**config.mk**
```make
export PLATFORM = sky130hd
export DESIGN_NAME = bfloat16_fma_wb_master
export DESIGN_NICKNAME = d
export VERILOG_FILES = /design/src/rtl/bfloat16_wb_pkg.sv /design/src/rtl/wb_master_xfer.sv /design/src/rtl/bfloat16_fma_wb_master.sv
export SDC_FILE = /design/constraint.sdc
export NUM_CORES = 1
export LEC_CHECK = 0
export ABC_CLOCK_PERIOD_IN_PS = 2370
export CAP_MARGIN = 10
export CORE_AREA = 2 2 119 121
export DETAILED_ROUTE_END_ITERATION = 8
export DIE_AREA = 0 0 121 123
export PLACE_DENSITY_LB_ADDON = 0.12
export SYNTH_ARGS = -nofsm -noshare
export SYNTH_HDL_FRONTEND = slang
export SYNTH_HIERARCHICAL = 1
export SYNTH_SLANG_ARGS = --single-unit
```
**constraint.sdc**
```tcl
create_clock -name wb_clk_i -period 2.37 [get_ports wb_clk_i]
set_input_delay 0.474 -clock wb_clk_i [delete_from_list [all_inputs] [get_ports wb_clk_i]]
set_output_delay 0.474 -clock wb_clk_i [all_outputs]
set_load 0.005 [all_outputs]
```
**src/rtl/bfloat16_wb_pkg.sv**
```systemverilog
// Shared definitions for the bfloat16 FMA Wishbone master and responder:
// sequencing states, register window offsets and the default base address.
package bfloat16_wb_pkg;

   typedef enum logic [2:0] {
      IDLE,
      WR_A,
      WR_B,
      WR_C,
      RD_OUT,
      GAP,
      RESP
   } fsm_state_t;

   localparam logic [31:0] DEFAULT_BASE_ADDR = 32'h3000_0000;

   localparam logic [31:0] FMA_OFF_A   = 32'h0000_0000;
   localparam logic [31:0] FMA_OFF_B   = 32'h0000_0004;
   localparam logic [31:0] FMA_OFF_C   = 32'h0000_0008;
   localparam logic [31:0] FMA_OFF_OUT = 32'h0000_000C;

   localparam logic [3:0]  WB_SEL_WORD = 4'hF;

   // Transfer order A -> B -> C -> OUT; anything after the read answers.
   function automatic fsm_state_t next_xfer(input fsm_state_t cur);
      fsm_state_t nxt;
      case (cur)
         WR_A:    nxt = WR_B;
         WR_B:    nxt = WR_C;
         WR_C:    nxt = RD_OUT;
         default: nxt = RESP;
      endcase
      return nxt;
   endfunction

endpackage

```
**src/rtl/wb_master_xfer.sv**
```systemverilog
// Single Wishbone classic transfer: registers cyc/stb/adr/dat one cycle after start,
// holds them until ack or until TIMEOUT stalled cycles expire; ack wins a tie with the limit.
module wb_master_xfer
   import bfloat16_wb_pkg::*;
#(
   parameter logic [7:0] TIMEOUT = 8'd255
)
(
   input  logic        clk,
   input  logic        rst,
   input  logic        start,
   input  logic        we,
   input  logic [31:0] adr,
   input  logic [31:0] wdata,
   input  logic        ack,
   output logic        done,
   output logic        timeout,
   output logic        cyc,
   output logic        stb,
   output logic        bus_we,
   output logic [3:0]  bus_sel,
   output logic [31:0] bus_adr,
   output logic [31:0] bus_dat
);

   logic [7:0] wait_cnt;
   logic       at_limit;

   assign at_limit = (wait_cnt == (TIMEOUT - 8'd1));
   assign done     = cyc & stb & ack;
   assign timeout  = cyc & stb & ~ack & at_limit;

   always_ff @(posedge clk) begin
      if (rst) begin
         cyc      <= 1'b0;
         stb      <= 1'b0;
         bus_we   <= 1'b0;
         bus_sel  <= '0;
         bus_adr  <= '0;
         bus_dat  <= '0;
         wait_cnt <= '0;
      end else if (start) begin
         cyc      <= 1'b1;
         stb      <= 1'b1;
         bus_we   <= we;
         bus_sel  <= WB_SEL_WORD;
         bus_adr  <= adr;
         bus_dat  <= wdata;
         wait_cnt <= '0;
      end else if (stb) begin
         if (done || timeout) begin
            // Return the bus to an all-zero idle so the responder sees no stale request.
            cyc      <= 1'b0;
            stb      <= 1'b0;
            bus_we   <= 1'b0;
            bus_sel  <= '0;
            bus_adr  <= '0;
            bus_dat  <= '0;
            wait_cnt <= '0;
         end else begin
            wait_cnt <= wait_cnt + 8'd1;
         end
      end
   end

endmodule

```
**src/rtl/bfloat16_fma_wb_master.sv**
```systemverilog
// Sequences A/B/C writes and the result read to the FMA responder, one idle GAP cycle between
// transfers; 4x(1+ack wait+1)+1 cycles per command, response held until rsp_ready.
module bfloat16_fma_wb_master
   import bfloat16_wb_pkg::*;
#(
   parameter logic [31:0] BASE_ADDR = DEFAULT_BASE_ADDR,
   parameter logic [31:0] OFF_A     = FMA_OFF_A,
   parameter logic [31:0] OFF_B     = FMA_OFF_B,
   parameter logic [31:0] OFF_C     = FMA_OFF_C,
   parameter logic [31:0] OFF_OUT   = FMA_OFF_OUT,
   parameter logic [7:0]  TIMEOUT   = 8'd255
)
(
   input  logic        wb_clk_i,
   input  logic        wb_rst_i,
   input  logic        cmd_valid,
   output logic        cmd_ready,
   input  logic [15:0] cmd_a,
   input  logic [15:0] cmd_b,
   input  logic [15:0] cmd_c,
   output logic        rsp_valid,
   input  logic        rsp_ready,
   output logic [31:0] rsp_data,
   output logic        rsp_err,
   output logic        wbm_cyc_o,
   output logic        wbm_stb_o,
   output logic        wbm_we_o,
   output logic [3:0]  wbm_sel_o,
   output logic [31:0] wbm_adr_o,
   output logic [31:0] wbm_dat_o,
   input  logic [31:0] wbm_dat_i,
   input  logic        wbm_ack_i,
   output logic        busy
);

   fsm_state_t  state, next_state;
   fsm_state_t  ret_state, next_ret;
   logic [15:0] op_b, op_c;

   logic        xfer_start;
   logic        xfer_we;
   logic [31:0] xfer_adr;
   logic [31:0] xfer_wdata;
   logic        xfer_done;
   logic        xfer_timeout;

   wb_master_xfer #(
      .TIMEOUT (TIMEOUT)
   ) u_xfer (
      .clk     (wb_clk_i),
      .rst     (wb_rst_i),
      .start   (xfer_start),
      .we      (xfer_we),
      .adr     (xfer_adr),
      .wdata   (xfer_wdata),
      .ack     (wbm_ack_i),
      .done    (xfer_done),
      .timeout (xfer_timeout),
      .cyc     (wbm_cyc_o),
      .stb     (wbm_stb_o),
      .bus_we  (wbm_we_o),
      .bus_sel (wbm_sel_o),
      .bus_adr (wbm_adr_o),
      .bus_dat (wbm_dat_o)
   );

   assign cmd_ready = (state == IDLE);
   assign rsp_valid = (state == RESP);
   assign busy      = (state != IDLE);

   always_ff @(posedge wb_clk_i) begin
      if (wb_rst_i) begin
         state     <= IDLE;
         ret_state <= IDLE;
         op_b      <= '0;
         op_c      <= '0;
         rsp_data  <= '0;
         rsp_err   <= 1'b0;
      end else begin
         state     <= next_state;
         ret_state <= next_ret;
         // Operand A goes straight onto the bus at acceptance, so only B and C are held.
         if (state == IDLE && cmd_valid) begin
            op_b     <= cmd_b;
            op_c     <= cmd_c;
            rsp_data <= '0;
            rsp_err  <= 1'b0;
         end
         if (state == RD_OUT && xfer_done) begin
            rsp_data <= wbm_dat_i;
         end
         if (xfer_timeout) begin
            rsp_data <= '0;
            rsp_err  <= 1'b1;
         end
      end
   end

   always_comb begin
      next_state = state;
      next_ret   = ret_state;
      xfer_start = 1'b0;
      xfer_we    = 1'b0;
      xfer_adr   = '0;
      xfer_wdata = '0;
      case (state)
         IDLE: begin
            if (cmd_valid) begin
               next_state = WR_A;
               xfer_start = 1'b1;
               xfer_we    = 1'b1;
               xfer_adr   = BASE_ADDR + OFF_A;
               xfer_wdata = {16'h0000, cmd_a};
            end
         end
         WR_A, WR_B, WR_C, RD_OUT: begin
            if (xfer_done) begin
               next_state = GAP;
               next_ret   = next_xfer(state);
            end else if (xfer_timeout) begin
               next_state = RESP;
            end
         end
         GAP: begin
            next_state = ret_state;
            case (ret_state)
               WR_B: begin
                  xfer_start = 1'b1;
                  xfer_we    = 1'b1;
                  xfer_adr   = BASE_ADDR + OFF_B;
                  xfer_wdata = {16'h0000, op_b};
               end
               WR_C: begin
                  xfer_start = 1'b1;
                  xfer_we    = 1'b1;
                  xfer_adr   = BASE_ADDR + OFF_C;
                  xfer_wdata = {16'h0000, op_c};
               end
               RD_OUT: begin
                  xfer_start = 1'b1;
                  xfer_adr   = BASE_ADDR + OFF_OUT;
               end
               default: ;
            endcase
         end
         RESP: begin
            if (rsp_ready) begin
               next_state = IDLE;
            end
         end
         default: next_state = IDLE;
      endcase
   end

endmodule

```
==> results of run 1 <==
-- cell usage after synthesis (2+ instances only) --
| master | n |
|---|---|
| o31ai_1 | 2 |
| a222oi_1 | 16 |
| clkbuf_1 | 29 |
| nand4_1 | 3 |
| nor4_2 | 2 |
| a41oi_1 | 2 |
| o21ai_0 | 12 |
| inv_1 | 21 |
| nor3_1 | 5 |
| nand3b_1 | 4 |
| a21oi_1 | 73 |
| xor2_1 | 3 |
| a211oi_1 | 2 |
| ha_1 | 2 |
| buf_6 | 6 |
| buf_4 | 4 |
| nor2_1 | 11 |
| a22o_1 | 65 |
| nand3_1 | 38 |
| and3_1 | 2 |
| nor3b_1 | 2 |
| nand2b_1 | 3 |
| or2_2 | 2 |
| or3_1 | 2 |
| nor2b_1 | 3 |
| a2111oi_0 | 2 |
| a31oi_1 | 3 |
| buf_8 | 5 |
| nand4b_1 | 2 |
| a311oi_1 | 2 |
| nand2_1 | 109 |
| dfxtp_1 | 146 |
| buf_2 | 11 |
-- final cells by class --
class                           count  area (µm²)
Sequential cell                   146        2920
Timing Repair Buffer              220        2160
Tap cell                          180         225
Fill cell                        1177        5080
Multi-Input combinational cell    430        2470
Clock buffer                       20         467
Clock inverter                     12         201
Inverter                           22        85.1
-- flip-flops by register name, indices dropped and copies added (netlist names) --
| name | cells |
|---|---|
| rsp_err | 1 |
| u_xfer/bus_sel | 1 |
| u_xfer/wait_cnt | 8 |
| rsp_data | 32 |
| u_xfer/bus_dat | 32 |
| op_b | 16 |
| u_xfer/bus_adr | 32 |
| u_xfer/stb | 1 |
| state | 3 |
| op_c | 16 |
| u_xfer/bus_we | 1 |
| ret_state | 3 |
-- routing by layer --
layer	vias to the layer above	track usage [%]	part of all wire (%)
met5	-	0	0
met4	0	7.92	1.7
met3	18	8.58	9.8
met2	222	30.9	45
met1	2398	25.9	44
li1	2593	-	-
-- how the worst max path moves through the flow --
stage,start,to,slack (ns),depth (start not counted)
floorplan,state[2],u_xfer/bus_adr[28],0.01,11
global placement,cmd_valid,u_xfer/bus_adr[24],0.07,7
detailed placement,wbm_ack_i,rsp_data[18],0.06,5
CTS,state[1],busy,0.1,3
global route,ret_state[1],u_xfer/bus_dat[7],0.02,5
finish,state[1],busy,0.12,3
-- cell families after synthesis --
kind of cell / after synthesis
AO/OA/AOI/OAI: 186
XOR/XNOR: 4
adder cells (fa/ha/maj): 2
buffers and inverters: 79
flip-flops: 146
other: 1
AND/OR/NAND/NOR: 194
-- placed cells by master, fill, tap and decap left out, types with 17 or more instances in the layout --
cell type / synthesis / layout
a21oi_1: 73 / 73
nand3_1: 38 / 38
a22o_1: 65 / 65
buf_4: 4 / 25
inv_1: 21 / 21
conb_1: 1 / 44
dfxtp_1: 146 / 145
clkbuf_16: 0 / 17
nand2_1: 109 / 108
clkdlybuf4s50_1: 0 / 189
-- per-stage QoR --
stage | total power (µW) | util [%]
after CTS | 8070 | 62.6
after global placement | 4990 | 57.6
after detailed placement | 5030 | 57.6
final | 8020 | 62.7
after global routing | 8420 | 62.7
after floorplan | 4170 | -
-- timing repair --
item                       4_1_cts  5_1_grt
setup buffers                    2        0
setup endpoints to repair        1       65
hold buffers                     0        0
gates resized for setup          3        1
pin swaps                        1        0
-- worst max-delay path: cells and delay by family, from the launching register on --
kind,cells,cell delay (ns)
and+or+nand+nor,1,0.42
DFF,1,0.31
buffers and inverters,2,0.62
-- power by group through the flow --
stage | clock network, µW | logic, µW | registers (µW)
3_5_place_dp | 0 | 1980 | 3050
4_1_cts | 3040 | 2030 | 3000
5_1_grt | 3160 | 2220 | 3050
3_3_place_gp | 0 | 1960 | 3040
2_1_floorplan | 0 | 1160 | 3010
6_report | 3000 | 2020 | 3000
==> run summary, run 1 <==
status: completed
Netlist cell types: 51
Placed Area: 7840 µm²
Switching Fraction: 27.8%
Crit. End Element: output port
R2R Path Start: ret_state[1]
simple-gate portion of the synthesized area: 15.9%
post-synthesis mux area share: 0%
#FFs+latches synth: 146
Synth top area share: 51.8%
Clk pwr share: 37.4%
# setup viols final: 0
Worst-Skew Late Latency: 0.42 ns
Slew Limit Fails: 0
yosys warns: 6
worst min path class: reg2reg
num ports: 192
cell-internal power: 5780 µW
Top FF cell, synth: dfxtp_1
Psw: 2230 µW
CP max FO: 11
R2R Setup Slk: 0.13 ns
total CTS buffers: 17
fin worst setup slack: 0.123 ns
row count: 43
Worst-Margin Slew: 1.27 ns
WL final: 15200 µm
DR iter-0 viols: 511
number of nets in the layout: 924
Die X: 121 µm
Routed Antenna Nets: 0
vias: 5231
maximum vdd drop: 0.000479 V
Synth Area per Inst: 9.22 µm²
fin cells: 1030
critical path's slowest cell: clkdlybuf4s50_1
CTS clk-pin slew, worst paths: 0.06 ns
Clock Sinks: 146
WP data arrival: 1.77 ns
Core Area: 13600 µm²
number of remaining DRC errors: 0
Cell Area, Synth: 5640 µm²
xor and xnor area share after synthesis: 0.621%
diode count: 0
number of synthesized flops with an enable pin: 0
Initial Util: 41.5%
Worst Hold Path Cells: 2
share of cells above drive strength 1: 8.94%
area delta synth->final: 51.2%
CP Class: reg2out
critical path launch point type: flop
sum of negative setup slack: 0 ns
global route overflow: 0
design area: 8530 µm²
H-tree levels: 4
PD cells: 939 nW/µm²
Flop pwr share: 37.4%
IO Port Bufs: 191
initial antenna violation count: 0
CP Data Required Time: 1.90 ns
Detailed Routing Iterations Pass 1: 8
Final Wtd Congestion: 0.876
clk_skew: 0.00829 ns
WL/cell: 14.7 µm
worst rel slew slack: 14.8%
r2r worst-path depth: 5
HPWL after DPL: 10700 µm
Yosys top cell by area: dfxtp_1
RSZ-0062 raised after global routing: false
R2R Path End: u_xfer/bus_dat[2]
Die Span Y: 123 µm
max cap viols: 0
Hold Crit Start: op_b[12]
sequential area share after synthesis: 51.8%
asr flop ratio synth: 0%
pre-CTS setup slack: 0.0610 ns
largest net degree at the start of global routing: 67
global-route usage over all layers: 20.4%
compound-cell area share of the yosys netlist: 23.6%
Area contributors post-synth: dfxtp_1 (52%), a22o_1 (10%), nand2_1 (7.3%)
Final Hold Viols: 0
DIE AREA: 14900 µm²
Combinational Power Share: 25.2%
first-pass GRT wire length: 23700 µm
cell chain of the critical path: buf_4, or3_4, clkdlybuf4s50_1
fin crit share: 94.8%
Max Clock Freq: 445 MHz
via count of the first global-routing pass: 4773
synthesized instance count: 612
clk root buf: clkbuf_16
Vias per Instance: 5.08
hold path endpoint: op_b[12]
Hold Worst Slack: 0.456 ns
largest family of logic cells by synthesized area: compound AO/OA/AOI/OAI gates
CTS tree: done
leakage power: 0.00329 µW
Cells after DPL: 995
min Tclk post-route: 2.25 ns
crit-path max cell delay: 0.46 ns
clock buffer depth: 2
fraction of the mapped netlist area in adder cells: 0.443%
Power figures use the tool's default switching activity.
==> inputs of run 2 (changes only) <==
CAP_MARGIN = default   (was 10)
CORE_AREA = 5 5 122 124   (was 2 2 119 121)
DIE_AREA = 0 0 127 129   (was 0 0 121 123)
SETUP_SLACK_MARGIN = 0.5   (was default)
==> run summary, run 2 (same netlist as run 1, synthesis figures left out) <==
first-pass GRT wire length: 26800 µm (was 23700 µm)
CTS clk-pin slew, worst paths: 0.06 ns (about the same)
area delta synth->final: 58.2% (was 51.2%)
RSZ-0062 raised after global routing: true (was false)
IO Port Bufs: 191 (unchanged)
Crit. End Element: flop (was output port)
max cap viols: 0 (unchanged)
WL/cell: 17.0 µm (was 14.7 µm)
fin crit share: 78.3% (was 94.8%)
HPWL after DPL: 11100 µm (was 10700 µm)
overall power: 8150 µW (was 8020 µW)
status: completed (unchanged)
pre-CTS setup slack: -0.111 ns (was 0.0610 ns)
Initial Util: 41.3% (was 41.5%)
Worst-Margin Slew: 0.929 ns (was 1.27 ns)
Detailed Routing Iterations Pass 1: 7 (was 8)
clock buffer depth: 2 (unchanged)
Filler cells: 1132 (was 1177)
footprint of the multi-input gates: 2600 µm² (was 2470 µm²)
Clock Sinks: 146 (unchanged)
clk_skew: 0.00932 ns (was 0.00829 ns)
Routed Antenna Nets: 0 (unchanged)
# setup viols final: 0 (unchanged)
share of cells above drive strength 1: 13.6% (was 8.94%)
sum of negative setup slack: 0 ns (unchanged)
CP max FO: 8 (was 11)
Core Area: 13700 µm² (was 13600 µm²)
most common cell after layout, fill and taps aside: clkdlybuf4s50_1 (unchanged)
global route overflow: 0 (unchanged)
clk root buf: clkbuf_16 (unchanged)
Final Wtd Congestion: 0.825 (was 0.876)
via count of the first global-routing pass: 5133 (was 4773)
number of nets in the layout: 947 (was 924)
hold_buf cts: 0 (unchanged)
H-tree levels: 4 (unchanged)
CP Data Required Time: 2.68 ns (was 1.90 ns)
Vias per Instance: 5.16 (was 5.08)
CP Class: reg2reg (was reg2out)
Die X: 127 µm (was 121 µm)
leakage power: 0.00344 µW (was 0.00329 µW)
largest net degree at the start of global routing: 67 (unchanged)
DIE AREA: 16400 µm² (was 14900 µm²)
global-route usage over all layers: 20.4% (about the same)
Hold Worst Slack: 0.456 ns (about the same)
Slew Limit Fails: 0 (unchanged)
total CTS buffers: 17 (unchanged)
maximum vdd drop: 0.000599 V (was 0.000479 V)
num ports: 192 (unchanged)
worst rel slew slack: 37.8% (was 14.8%)
WL final: 18000 µm (was 15200 µm)
Final Hold Viols: 0 (unchanged)
fin worst setup slack: 0.513 ns (was 0.123 ns)
PD cells: 914 nW/µm² (was 939 nW/µm²)
worst min path class: reg2reg (unchanged)
Max Clock Freq: 539 MHz (was 445 MHz)
WP data arrival: 2.17 ns (was 1.77 ns)
row count: 43 (unchanged)
Die Span Y: 129 µm (was 123 µm)
Storage cell area: 2950 µm² (was 2920 µm²)
CTS tree: done (unchanged)
Final Util: 65.3% (was 62.7%)
DR iter-0 viols: 634 (was 511)
most frequent cells in the layout: clkdlybuf4s50_1 (186), dfxtp_1 (138), nand2_1 (108), a21oi_1 (72), a22o_1 (65) (was clkdlybuf4s50_1 (189), dfxtp_1 (145), nand2_1 (108), a21oi_1 (73), a22o_1 (65))
min Tclk post-route: 1.86 ns (was 2.25 ns)
Worst-Skew Late Latency: 0.42 ns (about the same)
Regs by FF count: rsp_data (32), u_xfer/bus_adr (32), u_xfer/bus_dat (32) (unchanged)
number of remaining DRC errors: 0 (unchanged)
critical path launch point type: flop (unchanged)
vias: 5443 (was 5231)
initial antenna violation count: 1 (was 0)
run 2: worst paths after layout:
check	start	slack [ns]	cells past startpoint	endpoint
setup / recovery	state[1]	0.51	9	u_xfer/bus_dat[28]
hold / removal	op_b[5]	0.46	2	op_b[5]
hold reg to reg	op_b[5]	0.46	2	op_b[5]
setup reg to reg	state[1]	0.51	9	u_xfer/bus_dat[28]
run 2: metal layers:
| metal | vias to the layer above | global-route usage (%) | routed length, µm |
|---|---|---|---|
| met4 | 0 | 6.50 | 172 |
| met1 | 2562 | 25.8 | 7490 |
| met3 | 13 | 7.14 | 1480 |
| met5 | - | 0 | 0 |
| met2 | 206 | 32.8 | 8820 |
| li1 | 2662 | - | - |
run 2: per-stage QoR:
step                      cell area [µm²]  instances
after detailed placement             7820        990
after global routing                 8930       1054
final                                8930       1054
after global placement               7820        990
after CTS                            8680       1038
after floorplan                      5850        655
run 2: repair_timing:
action                                  CTS  global route
setup buffers                            10            10
gates resized for setup                  35            19
cloned                                    6             5
pin swaps                                 7            15
endpoints found under the setup margin  108           125
run 2: power breakdown:
group / switching (µW) / internal (µW)
Sequential: 225 / 2800
Combinational: 1170 / 1310
Clock: 1040 / 1610
run 2: layout make-up:
type,count,share of cell area (%)
clock buffers,20,5.12
inverters,22,0.953
repair buffers,240,27.8
clock inverters,12,1.47
well taps,180,2.52
flip-flops and latches,146,33.0
multi-input cells,433,29.1
diodes,1,0.0280
run 2: critical path: stages (launching register included):
cell       delay, ns
dfxtp_2         0.34
or3_4           0.41
inv_4           0.09
nand2_4         0.06
o31ai_4         0.06
a311o_2         0.18
a31oi_4         0.05
buf_12          0.17
clkbuf_16       0.17
a22o_1          0.20
==> inputs of run 3 (changes only) <==
ABC_CLOCK_PERIOD_IN_PS = 1800   (was 2370)
CORE_AREA = 5 5 117 119   (was 5 5 122 124)
DIE_AREA = 0 0 122 124   (was 0 0 127 129)
clock period = 1.8 ns   (was 2.37 ns; I/O delays follow)
==> run summary, run 3 (same netlist as run 1, synthesis figures left out) <==
CP max FO: 6 (was 8)
overall power: 11600 µW (was 8150 µW)
cell chain of the critical path: or3_4, inv_4, nand2_4, o31ai_4, a311o_2, a31oi_4, buf_8, clkbuf_16, a22o_1 (was or3_4, inv_4, nand2_4, o31ai_4, a311o_2, a31oi_4, buf_12, clkbuf_16, a22o_1)
Flop pwr share: 34.2% (was 37.1%)
Final Wtd Congestion: 0.872 (was 0.825)
diode count: 0 (was 1)
WL final: 21700 µm (was 18000 µm)
R2R Path Start: state[1] (unchanged)
leakage power: 0.00496 µW (was 0.00344 µW)
WP data arrival: 2.17 ns (about the same)
Routed Antenna Nets: 0 (unchanged)
Psw: 3690 µW (was 2440 µW)
DR iter-0 viols: 673 (was 634)
total CTS buffers: 17 (unchanged)
Clk pwr share: 28.8% (was 32.5%)
fin cells: 1095 (was 1054)
CP endpoint: u_xfer/bus_dat[5] (was u_xfer/bus_dat[28])
via count of the first global-routing pass: 5544 (was 5133)
critical path depth: 9 (unchanged)
Max Clock Freq: 535 MHz (was 539 MHz)
initial antenna violation count: 0 (was 1)
DIE AREA: 15100 µm² (was 16400 µm²)
CTS tree: done (unchanged)
# setup viols final: 58 (was 0)
vias: 6041 (was 5443)
number of remaining DRC errors: 0 (unchanged)
violated checks: setup timing
most common cell after layout, fill and taps aside: nand2_1 (was clkdlybuf4s50_1)
clock buffer depth: 2 (unchanged)
R2R Path End: u_xfer/bus_dat[5] (was u_xfer/bus_dat[28])
cell-internal power: 7910 µW (was 5720 µW)
IO Port Bufs: 191 (unchanged)
max cap viols: 0 (unchanged)
share of cells above drive strength 1: 35.4% (was 13.6%)
Regs by FF count: rsp_data (32), u_xfer/bus_adr (32), u_xfer/bus_dat (32) (unchanged)
CP Data Required Time: 2.10 ns (was 2.68 ns)
RSZ-0062 raised after global routing: true (unchanged)
number of nets in the layout: 999 (was 947)
Initial Util: 45.3% (was 41.3%)
Worst-Skew Late Latency: 0.43 ns (was 0.42 ns)
WL/cell: 19.8 µm (was 17.0 µm)
Die Span Y: 124 µm (was 129 µm)
Hold Worst Slack: 0.459 ns (was 0.456 ns)
maximum vdd drop: 0.000636 V (was 0.000599 V)
sum of negative setup slack: -1.65 ns (was 0 ns)
CTS clk-pin slew, worst paths: 0.06 ns (about the same)
Detailed Routing Iterations Pass 1: 6 (was 7)
global-route usage over all layers: 23.6% (was 20.4%)
first-pass GRT wire length: 28100 µm (was 26800 µm)
most frequent cells in the layout: nand2_1 (107), dfxtp_1 (101), clkdlybuf4s50_1 (84), a22o_1 (65), dlymetal6s2s_1 (60) (was clkdlybuf4s50_1 (186), dfxtp_1 (138), nand2_1 (108), a21oi_1 (72), a22o_1 (65))
status: finished with violations (was completed)
crit-path max cell delay: 0.42 ns (was 0.41 ns)
Switching Fraction: 31.8% (was 29.9%)
R2R Setup Slk: -0.07 ns (was 0.51 ns)
clk root buf: clkbuf_16 (unchanged)
clk_skew: 0.0110 ns (was 0.00932 ns)
Final Hold Viols: 0 (unchanged)
H-tree levels: 4 (unchanged)
Core Area: 12500 µm² (was 13700 µm²)
CP Class: reg2reg (unchanged)
HPWL after DPL: 11300 µm (was 11100 µm)
Crit path max-delay family: compound AO/OA/AOI/OAI gates (unchanged)
critical path launch point type: flop (unchanged)
row count: 41 (was 43)
area delta synth->final: 77.0% (was 58.2%)
fin crit share: 104% (was 78.3%)
PD cells: 1160 nW/µm² (was 914 nW/µm²)
Worst-Margin Slew: 0.648 ns (was 0.929 ns)
min Tclk post-route: 1.87 ns (was 1.86 ns)
Crit. End Element: flop (unchanged)
Vias per Instance: 5.52 (was 5.16)
CP startpoint: state[1] (unchanged)
Final Util: 80.1% (was 65.3%)
fin worst setup slack: -0.0702 ns (was 0.513 ns)
hold_buf cts: 0 (unchanged)
largest net degree at the start of global routing: 67 (unchanged)
Die X: 122 µm (was 127 µm)
Combinational Power Share: 37.0% (was 30.4%)
Slew Limit Fails: 0 (unchanged)
Cells after DPL: 1012 (was 990)
sum of buffers and inverters on the critical path: 3 (unchanged)
Clock Sinks: 146 (unchanged)
r2r worst-path depth: 9 (unchanged)
global route overflow: 0 (unchanged)
num ports: 192 (unchanged)
worst min path class: reg2reg (unchanged)
worst rel slew slack: 56.8% (was 37.8%)
critical path's slowest cell: or3_4 (unchanged)
-- run 3: cell types whose count changed in the layout (fill, tap and decap cells not counted), moves of 32 or more --
cell / delta
dlymetal6s2s_1: +60
dfxtp_1: -37
nand3_1: -32
clkdlybuf4s50_1: -102
dfxtp_2: +40
-- run 3: power by group through the flow --
stage	combinational [µW]	clock (µW)	sequential (µW)
final	4290	3350	3960
after global routing	4510	3520	4000
after CTS	3430	3340	3940
after detailed placement	2880	0	3990
after global placement	2810	0	3980
after floorplan	1660	0	3970
-- run 3: worst min-delay path by stage --
stage | depth (start not counted) | start | end | slack [ns]
after floorplan | 2 | op_b[15] | op_b[15] | 0.44
after global placement | 2 | op_b[11] | op_b[11] | 0.44
after detailed placement | 2 | op_c[12] | op_c[12] | 0.45
after CTS | 2 | op_c[12] | op_c[12] | 0.46
after global routing | 2 | op_b[8] | op_b[8] | 0.47
final | 2 | op_b[3] | op_b[3] | 0.46
-- run 3: tightest hold or removal path, delay by kind of cell (launching register included) --
family             cells  cell delay, ns
DFF                    1            0.31
and+or+nand+nor        1            0.05
AOI/OAI and AO/OA      1            0.05
-- run 3: layout make-up --
class	instances	area, µm²
clock buffer	21	470
clock inverter	9	82.6
fill	755	2480
inverter	22	87.6
multi-input combinational	436	3060
sequential	146	2980
tap	172	215
timing repair buffer	289	3090
-- run 3: layer usage --
layer	GRT usage, %	wire length, µm
met1	28.0	8340
met2	39.8	10900
met3	8.17	1960
met4	8.19	503
met5	0	0
-- run 3: stage by stage --
| stage | setup WS [ns] | area (µm²) |
|---|---|---|
| detailed placement | -0.314 | 8110 |
| global route | -0.113 | 9990 |
| global placement | -0.291 | 8110 |
| finish | -0.0702 | 9990 |
| floorplan | -0.307 | 5920 |
| CTS | -0.0104 | 9020 |
-- run 3: what timing repair did --
| item | in CTS | in global routing |
|---|---|---|
| pin swaps | 13 | 40 |
| setup endpoints to repair | 253 | 223 |
| gates resized for setup | 234 | 211 |
| setup buffers | 19 | 11 |
| cloned | 11 | 12 |
